File: config.mk
export PLATFORM = sky130hd
export DESIGN_NAME = ahb_master
export DESIGN_NICKNAME = d
export VERILOG_FILES = /design/src/rtl/ahb_pkg.sv /design/src/rtl/ahb_master.sv
export SDC_FILE = /design/constraint.sdc
export NUM_CORES = 1
export LEC_CHECK = 0
export CAP_MARGIN = 10
export CORE_MARGIN = 2
export CORE_UTILIZATION = 30
export CTS_CLUSTER_DIAMETER = 60
export CTS_CLUSTER_SIZE = 28
export DETAILED_ROUTE_END_ITERATION = 12
export GPL_ROUTABILITY_DRIVEN = 0
export PLACE_DENSITY = 0.64
export SYNTH_ARGS = -nofsm -noshare
export SYNTH_HDL_FRONTEND = slang
export SYNTH_SLANG_ARGS = --single-unit
File: constraint.sdc
create_clock -name hclk -period 3.2 [get_ports hclk]
set_input_delay 0.48 -clock hclk [delete_from_list [all_inputs] [get_ports hclk]]
set_output_delay 0.48 -clock hclk [all_outputs]
set_load 0.03 [all_outputs]
File: src/rtl/ahb_pkg.sv
// Shared encodings for the simplified AHB fabric: response/transfer codes
// and the initiator FSM state type.
package ahb_pkg;

  typedef enum logic [1:0] {
    HRESP_OKAY  = 2'b00,
    HRESP_ERROR = 2'b01,
    HRESP_RETRY = 2'b10,
    HRESP_SPLIT = 2'b11
  } hresp_t;

  typedef enum logic [1:0] {
    HTRANS_IDLE   = 2'b00,
    HTRANS_BUSY   = 2'b01,
    HTRANS_NONSEQ = 2'b10,
    HTRANS_SEQ    = 2'b11
  } htrans_t;

  typedef enum logic [1:0] {
    MST_IDLE,
    MST_REQ,
    MST_ADDR,
    MST_DATA
  } ahb_master_state_t;

endpackage

File: src/rtl/ahb_master.sv
// Single-transfer AHB initiator: accepts one local command, arbitrates for
// the bus, runs one NONSEQ transfer and returns a one-cycle response.
module ahb_master
  import ahb_pkg::*;
#(
  parameter int unsigned ADDR_W    = 32,
  parameter int unsigned DATA_W    = 32,
  parameter int unsigned MAX_RETRY = 4
) (
  input  logic              hclk,
  input  logic              hreset,
  input  logic              cmd_valid,
  output logic              cmd_ready,
  input  logic              cmd_write,
  input  logic [ADDR_W-1:0] cmd_addr,
  input  logic [DATA_W-1:0] cmd_wdata,
  output logic              rsp_valid,
  output logic              rsp_err,
  output logic [DATA_W-1:0] rsp_rdata,
  output logic              hbusreq,
  input  logic              hgrant,
  output logic [ADDR_W-1:0] haddr,
  output logic              hwrite,
  output logic [DATA_W-1:0] hwdata,
  output logic [1:0]        htrans,
  input  logic              hready,
  input  logic [1:0]        hresp,
  input  logic [DATA_W-1:0] hrdata
);

  localparam int unsigned     CNT_W   = (MAX_RETRY > 0) ? $clog2(MAX_RETRY + 1) : 1;
  localparam logic [CNT_W-1:0] CNT_MAX = CNT_W'(MAX_RETRY);

  ahb_master_state_t  state;
  logic [DATA_W-1:0]  wdata_q;
  logic [CNT_W-1:0]   retry_cnt;
  logic [CNT_W-1:0]   retry_next;
  logic               retry_limit;

  always_comb begin
    retry_next  = (retry_cnt == CNT_MAX) ? retry_cnt : retry_cnt + 1'b1;
    retry_limit = (retry_next >= CNT_MAX);
  end

  // Masking with rsp_valid keeps the response cycle from doubling as an accept cycle.
  always_comb cmd_ready = (state == MST_IDLE) && !rsp_valid;

  always_ff @(posedge hclk) begin
    if (hreset) begin
      state     <= MST_IDLE;
      hbusreq   <= 1'b0;
      htrans    <= HTRANS_IDLE;
      haddr     <= '0;
      hwrite    <= 1'b0;
      hwdata    <= '0;
      wdata_q   <= '0;
      retry_cnt <= '0;
      rsp_valid <= 1'b0;
      rsp_err   <= 1'b0;
      rsp_rdata <= '0;
    end else begin
      rsp_valid <= 1'b0;
      rsp_err   <= 1'b0;
      case (state)
        MST_IDLE: begin
          if (cmd_valid && cmd_ready) begin
            haddr     <= cmd_addr;
            hwrite    <= cmd_write;
            wdata_q   <= cmd_wdata;
            retry_cnt <= '0;
            hbusreq   <= 1'b1;
            state     <= MST_REQ;
          end
        end
        MST_REQ: begin
          // Request is low only for the single cycle after a SPLIT.
          if (!hbusreq) begin
            hbusreq <= 1'b1;
          end else if (hgrant && hready) begin
            htrans <= HTRANS_NONSEQ;
            state  <= MST_ADDR;
          end
        end
        MST_ADDR: begin
          htrans <= HTRANS_IDLE;
          hwdata <= hwrite ? wdata_q : '0;
          state  <= MST_DATA;
        end
        MST_DATA: begin
          if (hready) begin
            hwdata <= '0;
            case (hresp_t'(hresp))
              HRESP_OKAY: begin
                rsp_valid <= 1'b1;
                if (!hwrite) rsp_rdata <= hrdata;
                hbusreq   <= 1'b0;
                state     <= MST_IDLE;
              end
              HRESP_ERROR: begin
                rsp_valid <= 1'b1;
                rsp_err   <= 1'b1;
                hbusreq   <= 1'b0;
                state     <= MST_IDLE;
              end
              HRESP_RETRY: begin
                retry_cnt <= retry_next;
                if (retry_limit) begin
                  rsp_valid <= 1'b1;
                  rsp_err   <= 1'b1;
                  hbusreq   <= 1'b0;
                  state     <= MST_IDLE;
                end else begin
                  state <= MST_REQ;
                end
              end
              HRESP_SPLIT: begin
                hbusreq <= 1'b0;
                state   <= MST_REQ;
              end
            endcase
          end
        end
      endcase
    end
  end

endmodule

* Word level (Yosys, flattened, before mapping)
Index checks and enable logic that the tools add are counted.
W data, S select, Z words.
** Word-level totals
- RAM bits :: 0
- Logic and storage cells :: 73
- Memory bits (read-only) :: 0
- Input port bits :: 104
- Output and inout port bits :: 103
- Memories kept :: 0
- Bits in latches :: 0
- Register bits :: 139
** Operators by class
- Bitwise logic cells :: 3
- $mul :: 0
- Divide/modulo/power cells :: 0
- Reduce and logical (&&, ||, !) cells :: 20
- Order comparisons :: 1
- Shift operators :: 0
- Equal/unequal tests :: 13
- Mux-type cells :: 24
- Add/sub/neg operators :: 1
** Operators by type and width (number)
- $mux W32 :: 2
- $pmux W32 S2 :: 1
- $reduce_and A4 Y1 :: 4
- $mux W3 :: 4
- $eq A2 B2 Y1 const B :: 4
- $mux W2 :: 4
- $ne A2 B2 Y1 const B :: 4
- $pmux W2 S4 :: 1
- $pmux W1 S2 :: 3
- $pmux W2 S3 :: 1
- $pmux W3 S2 :: 1
- $reduce_bool A2 Y1 :: 3
- $reduce_or A3 Y1 :: 2
- $mux W1 :: 5
- $eq A2 B1 Y1 const B :: 2
- $logic_not A2 Y1 :: 2
- $pmux W2 S2 :: 1
- $reduce_and A2 Y1 :: 2
- $add A3 B1 Y3 const B :: 1
- $eq A3 B3 Y1 const B :: 1
- $ge A3 B3 Y1 const B :: 1
- $logic_and A1 B1 Y1 :: 3
- $ne A3 B3 Y1 const B :: 1
- $not A1 Y1 :: 3
- 6 further kinds :: 6

* Logic depth before layout (Yosys ltp)
- Depth after elaboration :: 7
- Gate-level depth with buffers :: 8
- Mapped depth without buffers :: 6

* Worst setup path before layout
OpenSTA, ideal clock, no wires.
- Path type :: reg2reg
- Start point :: register state[0]
- End point :: register wdata_q[11]
- Required time :: 3.130 ns
- Library setup time :: 0.070 ns
- Stages on the path, launching flop included :: 9
- Slack :: 1.411 ns
- Data arrival time :: 1.719 ns
- Clock period less this slack :: 1.789 ns
- Cells stage by stage :: dfxtp_1 inv_1 ha_1 and2b_1 nand2_1 buf_2 clkbuf_1 nand2_1 a21oi_1
** Between the ends
- Longest elaborated chain between the ends :: 4
** Ends and longest elaborated chain
- start, declared :: RTL line ahb_master.sv:34 : ahb_master_state_t state;
- start signal, assigned :: RTL line ahb_master.sv:50 : state <= MST_IDLE;
- start signal, assigned :: RTL line ahb_master.sv:72 : state <= MST_REQ;
- start signal, assigned :: RTL line ahb_master.sv:81 : state <= MST_ADDR;
- $logic_not A2 Y1 :: RTL line ahb_master.sv:46 : always_comb cmd_ready = (state == MST_IDLE) && !rsp_valid;
- $logic_and A1 B1 Y1 :: RTL line ahb_master.sv:46
- net cmd_ready :: RTL line ahb_master.sv:13 : output logic cmd_ready,
- $logic_and A1 B1 Y1 :: RTL line ahb_master.sv:66 : if (cmd_valid && cmd_ready) begin
- $reduce_and A2 Y1 (no line)
- end signal, assigned :: RTL line ahb_master.sv:69 : wdata_q <= cmd_wdata;
- end, declared :: RTL line ahb_master.sv:35 : logic [DATA_W-1:0] wdata_q;
The timed path passes the listed nets, and every way through them passes these cells.
A chain may end at the register's enable or synchronous reset.

* Worst setup path in the final report
- Start point :: register state[0]
- End point :: output port cmd_ready
** Between the ends
- Longest elaborated chain between the ends :: 2
** Ends and longest elaborated chain (RTL line)
- $logic_not A2 Y1 :: ahb_master.sv:46
- $logic_and A1 B1 Y1 :: ahb_master.sv:46
- end, declared :: ahb_master.sv:13
No other way between the ends.

==> flow_metrics.tcl <==
set metrics [dict create \
    fmax_mhz 392 \
    area_growth_syn_to_layout_pct 57.3 \
    cp.required_ns 2.72 \
    drv_slew 0 \
    n_antenna_cell 0 \
    io_pins 207 \
    cpLargestDelayFamily "buffers and inverters" \
    hpwl_um 9240 \
    drive_gt1_share_pct 5.67 \
    post_cts_buffers 0 \
    startpoint_type "flip-flop" \
    r2r-start "state[1]" \
    die_w_um 134 \
    cts_made_buffers 17 \
    min_period_ns 2.55 \
    vias_per_cell 4.53 \
    synthesis.instances 612 \
    start_util_pct 30.5 \
    ctsResizeCount 0 \
    worst_path_max_delay_cell "clkdlybuf4s50_1" \
    grt_pass1_vias 4304 \
    seq_area_frac_synth_pct 54.8 \
    highest_layer "met4" \
    yosys-top-cells-area "dfxtp_1 55%, nand2_1 15%, a21oi_1 11%" \
    routedWlPerCell_um 13.6 \
    post-route-period-util_pct 79.8 \
    whs_ns 0.451 \
    syn_nets 727 \
    hold_path.class "flip-flop to flip-flop" \
    timing.setup.tns_ns 0 \
    wirelength_met1_um 6550 \
    synth.avg_cell_area_um2 8.24 \
    synth_edf_count 0 \
    htreeDepth 4 \
    die_area_um2 17900 \
    crit_type "flip-flop to output port" \
    met2_length_um 6220 \
    final_cell_mix "204 x nand2_1, 204 x clkdlybuf4s50_1, 138 x dfxtp_1, 109 x a21oi_1, 28 x nor2_1" \
    async_flop_share_pct 0 \
    globalRouteOverflowTotal 0 \
    tightest_slew_ns 1.04 \
    fillers 1600 \
    drv_cap 0 \
    synth_cell_types 34 \
    worstPathCellList "inv_1 -> ha_1 -> and2b_1 -> clkdlybuf4s50_1" \
    worst_skew_pair.late_latency_ns 0.41 \
    cts.sinks 138 \
    postCtsHoldBufs 0 \
    r2r_cells 5 \
    wl_met3_um 1100 \
    slowest_delay_ns 0.73 \
    r2r-end "rsp_rdata[15]" \
    ant_nets 0 \
    max_slew_margin_pct 30.9 \
    grt_use_total_pct 15.8 \
    p_leak_nw 2.85 \
    min_from "haddr[1]" \
    grt_pass1_wl_um 22400 \
    antenna_found_initial 0 \
    dr.pass1.iters 4 \
    rsz0062_at_grt "false" \
    cts_root_buffer "clkbuf_16" \
    grt_max_degree 65 \
    hold_viol_final 0 \
    cp.arrival_ns 2.07 \
    rows 47 \
    path_clk_slew_ns 0.05 \
    holdPathEnd "haddr[1]" \
    ir_drop_mv 0.394 \
    skew_ns 0.00545 \
    power.density_nw_per_um2 712 \
    rrSetupSlack_ns 0.91 \
    coreArea_um2 16500 \
    status "completed" \
    die_h_um 134 \
    ys_ff_latch 138 \
    crit_buf_inv 2 \
    synthFlopType "dfxtp_1" \
    numPortBuffers 205 \
    wl_um 14100 \
    drc 0 \
    setup_viol 0 \
    vias 4676 \
    finalNetCount 915 \
    cp-end-kind "output port" \
    clockBufferDepth 2 \
    yosysTopAreaCell "dfxtp_1" \
    cts_tree "yes" \
    ys_warn_count 0 \
    drt_iter0_drc 204 \
    min_delay_path_depth 2 \
    cp_max_fo 5 \
    synth_top_area_share_pct 54.8 \
    netlist_area_um2 5040 \
]
cells in the mapped netlist (all sizes together) (2+ instances only):
library cell	instances
nand3	10
a21oi	109
nand2	205
and2b	2
ha	11
inv	9
clkbuf	21
buf	23
dfxtp	138
or3	2
nor2	28
a22oi	27
and2	3
mux2	2
nand2b	4
nand3b	2
worst max-delay path by stage:
| stage | from | end | slack, ns | cells after the start |
|---|---|---|---|---|
| 2_1_floorplan | state[0] | wdata_q[11] | 1.41 | 8 |
| 3_3_place_gp | hresp[0] | rsp_rdata[24] | 0.62 | 7 |
| 3_5_place_dp | hresp[0] | rsp_rdata[3] | 0.53 | 7 |
| 4_1_cts | state[0] | cmd_ready | 0.61 | 4 |
| 5_1_grt | state[0] | cmd_ready | 0.53 | 4 |
| 6_report | state[0] | cmd_ready | 0.65 | 4 |
power by group:
part / switching (W) / internal (W)
Sequential: 0.000102 / 0.00191
Combinational: 0.000842 / 0.000536
Clock: 0.000737 / 0.00152
Total: 0.00168 / 0.00397
through the flow:
stage	worst slack (ns)	util, %	total power, W	cells	cell area (um^2)
floorplan	1.41	-	0.00288	612	5040
global placement	0.623	43.9	0.00344	1001	7250
detailed placement	0.534	43.9	0.00344	1001	7250
CTS	0.613	48.0	0.00572	1032	7930
global route	0.529	48.0	0.00593	1032	7930
finish	0.648	48.0	0.00565	1032	7930
worst min-delay path, stage by stage (launching register included):
cell	delay, ns
dfxtp_1	0.30
nand2_1	0.05
a21oi_1	0.05
layer usage:
metal / track usage [%] / up-vias
met4: 5.08 / 0
li1: - / 2389
met1: 20.6 / 2130
met3: 6.16 / 13
met2: 24.0 / 144
met5: 0 / -
sequential cells by signal, indices dropped and copies added, names as in the netlist:
register and count:
haddr 32, hwdata 32, rsp_rdata 32, wdata_q 32
retry_cnt 3, state 2, hbusreq 1, htrans 1
hwrite 1, rsp_err 1, rsp_valid 1
kinds of logic after synthesis:
| logic type | synth area share (%) |
|---|---|
| simple gates | 20.6 |
| compound gates | 16.6 |
| flops | 54.8 |
| buf+inv | 4.64 |
| fa+ha+maj | 2.73 |
| mux | 0.645 |
| other cells | 0.0744 |
layout make-up:
| type | count | area [um^2] | share of cell area (%) |
|---|---|---|---|
| clock buffer | 20 | 467 | 5.89 |
| clock inverter | 11 | 215 | 2.71 |
| inverter | 9 | 33.8 | 0.426 |
| multi-input combinational | 421 | 2050 | 25.9 |
| sequential | 138 | 2760 | 34.8 |
| tap | 220 | 275 | 3.47 |
| timing repair buffer | 213 | 2120 | 26.8 |
Power figures use the tool's default switching activity.
==> patch: new RTL, same settings <==
Change the parameter `ADDR_W` from 32 to 36.
--- a/src/rtl/ahb_master.sv
+++ b/src/rtl/ahb_master.sv
@@ -5,3 +5,3 @@
 #(
-  parameter int unsigned ADDR_W    = 32,
+  parameter int unsigned ADDR_W    = 36,
   parameter int unsigned DATA_W    = 32,
Interface: changed (resized cmd_addr and haddr); port bits go from 207 to 215. No check against the original RTL was run, so the function may have changed too.
==> patch against the original RTL <==
Global-route usage is 0.32 points higher. Sequential cell count is 4 higher. Final cell count is 2.6% higher. Area after synthesis is 2.8% higher. Power is 2.3% lower. Wire length is 4.4% higher. Clock power is 12% lower. Final area is 1.5% higher. Combinational power is 6% higher. Clock skew is 1.9 ps higher. Setup slack better by 7.0 ps. Critical path type is now reg -> reg.
==> patch: results (changes against the original RTL) <==
sta:
  worstMarginPinSlew_ps: 1200  # +159 ps
  skew_ps: 7.31  # +1.86 ps
finish:
  largest_reg_flops: 36
  largest-register: "haddr"
  diodes: 0  # unchanged
  nets: 941  # +2.8%
  drive_gt1_share_pct: 5.04  # -0.63 points
  fillers: 1701  # +6.3%
  fin_cells: 1059  # +2.6%
placement:
  dp_worst_setup_slack_ps: 576  # +41.4 ps
  placedCellCount: 1028  # +2.7%
  dpl_cell_area_um2: 7460  # +3.0%
  port_buffers: 213  # +3.9%
  post-dp-hpwl_um: 9540  # +3.2%
route:
  drt-pass1-iter-count: 4  # unchanged
  vias: 4818  # +3.0%
  wire_per_inst_um: 13.9  # +1.8%
  dr.first_iter.drc_count: 252  # +24%
  drc: 0  # unchanged
clocking:
  ctsLongestPathBuffers: 2  # unchanged
  cts-resized-gates: 0  # unchanged
  clkLatencyLatePin_ps: 420
  ctsHtreeMaxLevel: 4  # unchanged
  cts_root_buffer: "clkbuf_16"
  cts_made_buffers: 17  # unchanged
  postCtsSetupBuffers: 0  # unchanged
  clk_pin_slew_ps: 60
global_route:
  grt_pass1_wl_um: 23200  # +3.6%
  grt_start_max_net_pins: 92  # +42%
  antenna_found_initial: 0  # unchanged
  grtUsageTotal_pct: 16.1  # +0.32 points
  grt_pass1_vias: 4533  # +5.3%
power:
  max-vdd-ir-drop_uv: 358  # -9.1%
  seq-power_uw: 2080  # +3%
  pg_clk_uw: 1980  # -12%
  p_switching_uw: 1750  # +3.8%
  p_leak_uw: 0.00287  # +0.83%
  clockPowerShare_pct: 36.0  # -4.0 points
logic_synthesis:
  synth.avg_cell_area_um2: 8.23  # -0.11%
  ys_top_cells_by_area: "dfxtp_1, nand2_1, a21oi_1"
  synth_seq_area_share_pct: 54.8  # about the same
  synth_common_cells: "nand2_1, dfxtp_1, a21oi_1, nor2_1, a22oi_1"
  synth.distinct_cells: 34  # unchanged
  yosys_warnings: 0  # unchanged
  async_reset_ff_share_pct: 0  # unchanged
  synth.net_count: 749  # +3.0%
critical_path:
  path_max_fanout: 26  # +21
  arrival_ps: 2900  # +830 ps
min_path:
  hold_path.class: "reg -> reg"
status:
  status: "complete, no violations"
[patch: changes by cell type in the layout (fill, tap and decap cells not counted), sizes merged, moves of 2 or more]
cell	before	now
dfxtp	138	142
a21oi	109	113
clkinv	3	6
bufinv	6	3
clkdlybuf4s50	204	212
nand2	205	213
buf	9	7
[patch: layout make-up]
type | count | area (um^2) | area share (%)
Multi-Input combinational cell | 433 | 2100 | 26.1
Inverter | 9 | 33.8 | 0.420
Tap cell | 225 | 282 | 3.50
Sequential cell | 142 | 2840 | 35.3
Clock inverter | 11 | 143 | 1.77
Clock buffer | 20 | 447 | 5.55
Timing Repair Buffer | 219 | 2200 | 27.3
[patch: logic make-up after synthesis]
family	synth area share, %
muxes	0.628
and+or+nand+nor	20.6
adders and majority gates	2.66
DFF	54.8
other	0.0723
AOI/OAI and AO/OA	16.5
buffers and inverters	4.76
[patch: critical path, stage by stage, from the launching register on]
cell,delay (ps)
dfxtp_1,340
ha_1,330
and2b_1,460
and2_1,980
a22oi_1,210
nor2_1,140
[patch: worst paths after layout]
kind                            slack [ps]                       to  depth (start not counted)                  start
worst min register to register         450    haddr[0]$_SDFFE_PP0P_                          2  haddr[0]$_SDFFE_PP0P_
worst max-delay path                   650  hwdata[30]$_SDFFE_PP0P_                          5  state[1]$_SDFFE_PP0P_
worst min-delay path                   450    haddr[0]$_SDFFE_PP0P_                          2  haddr[0]$_SDFFE_PP0P_
worst max register to register         650  hwdata[30]$_SDFFE_PP0P_                          5  state[1]$_SDFFE_PP0P_
[patch: metal layers]
metal	vias up	wire, um	global-route usage, %
li1	2456	-	-
met1	2213	6840	20.5
met2	136	6580	25.5
met3	13	1070	5.65
met4	0	185	5.21
met5	-	0	0
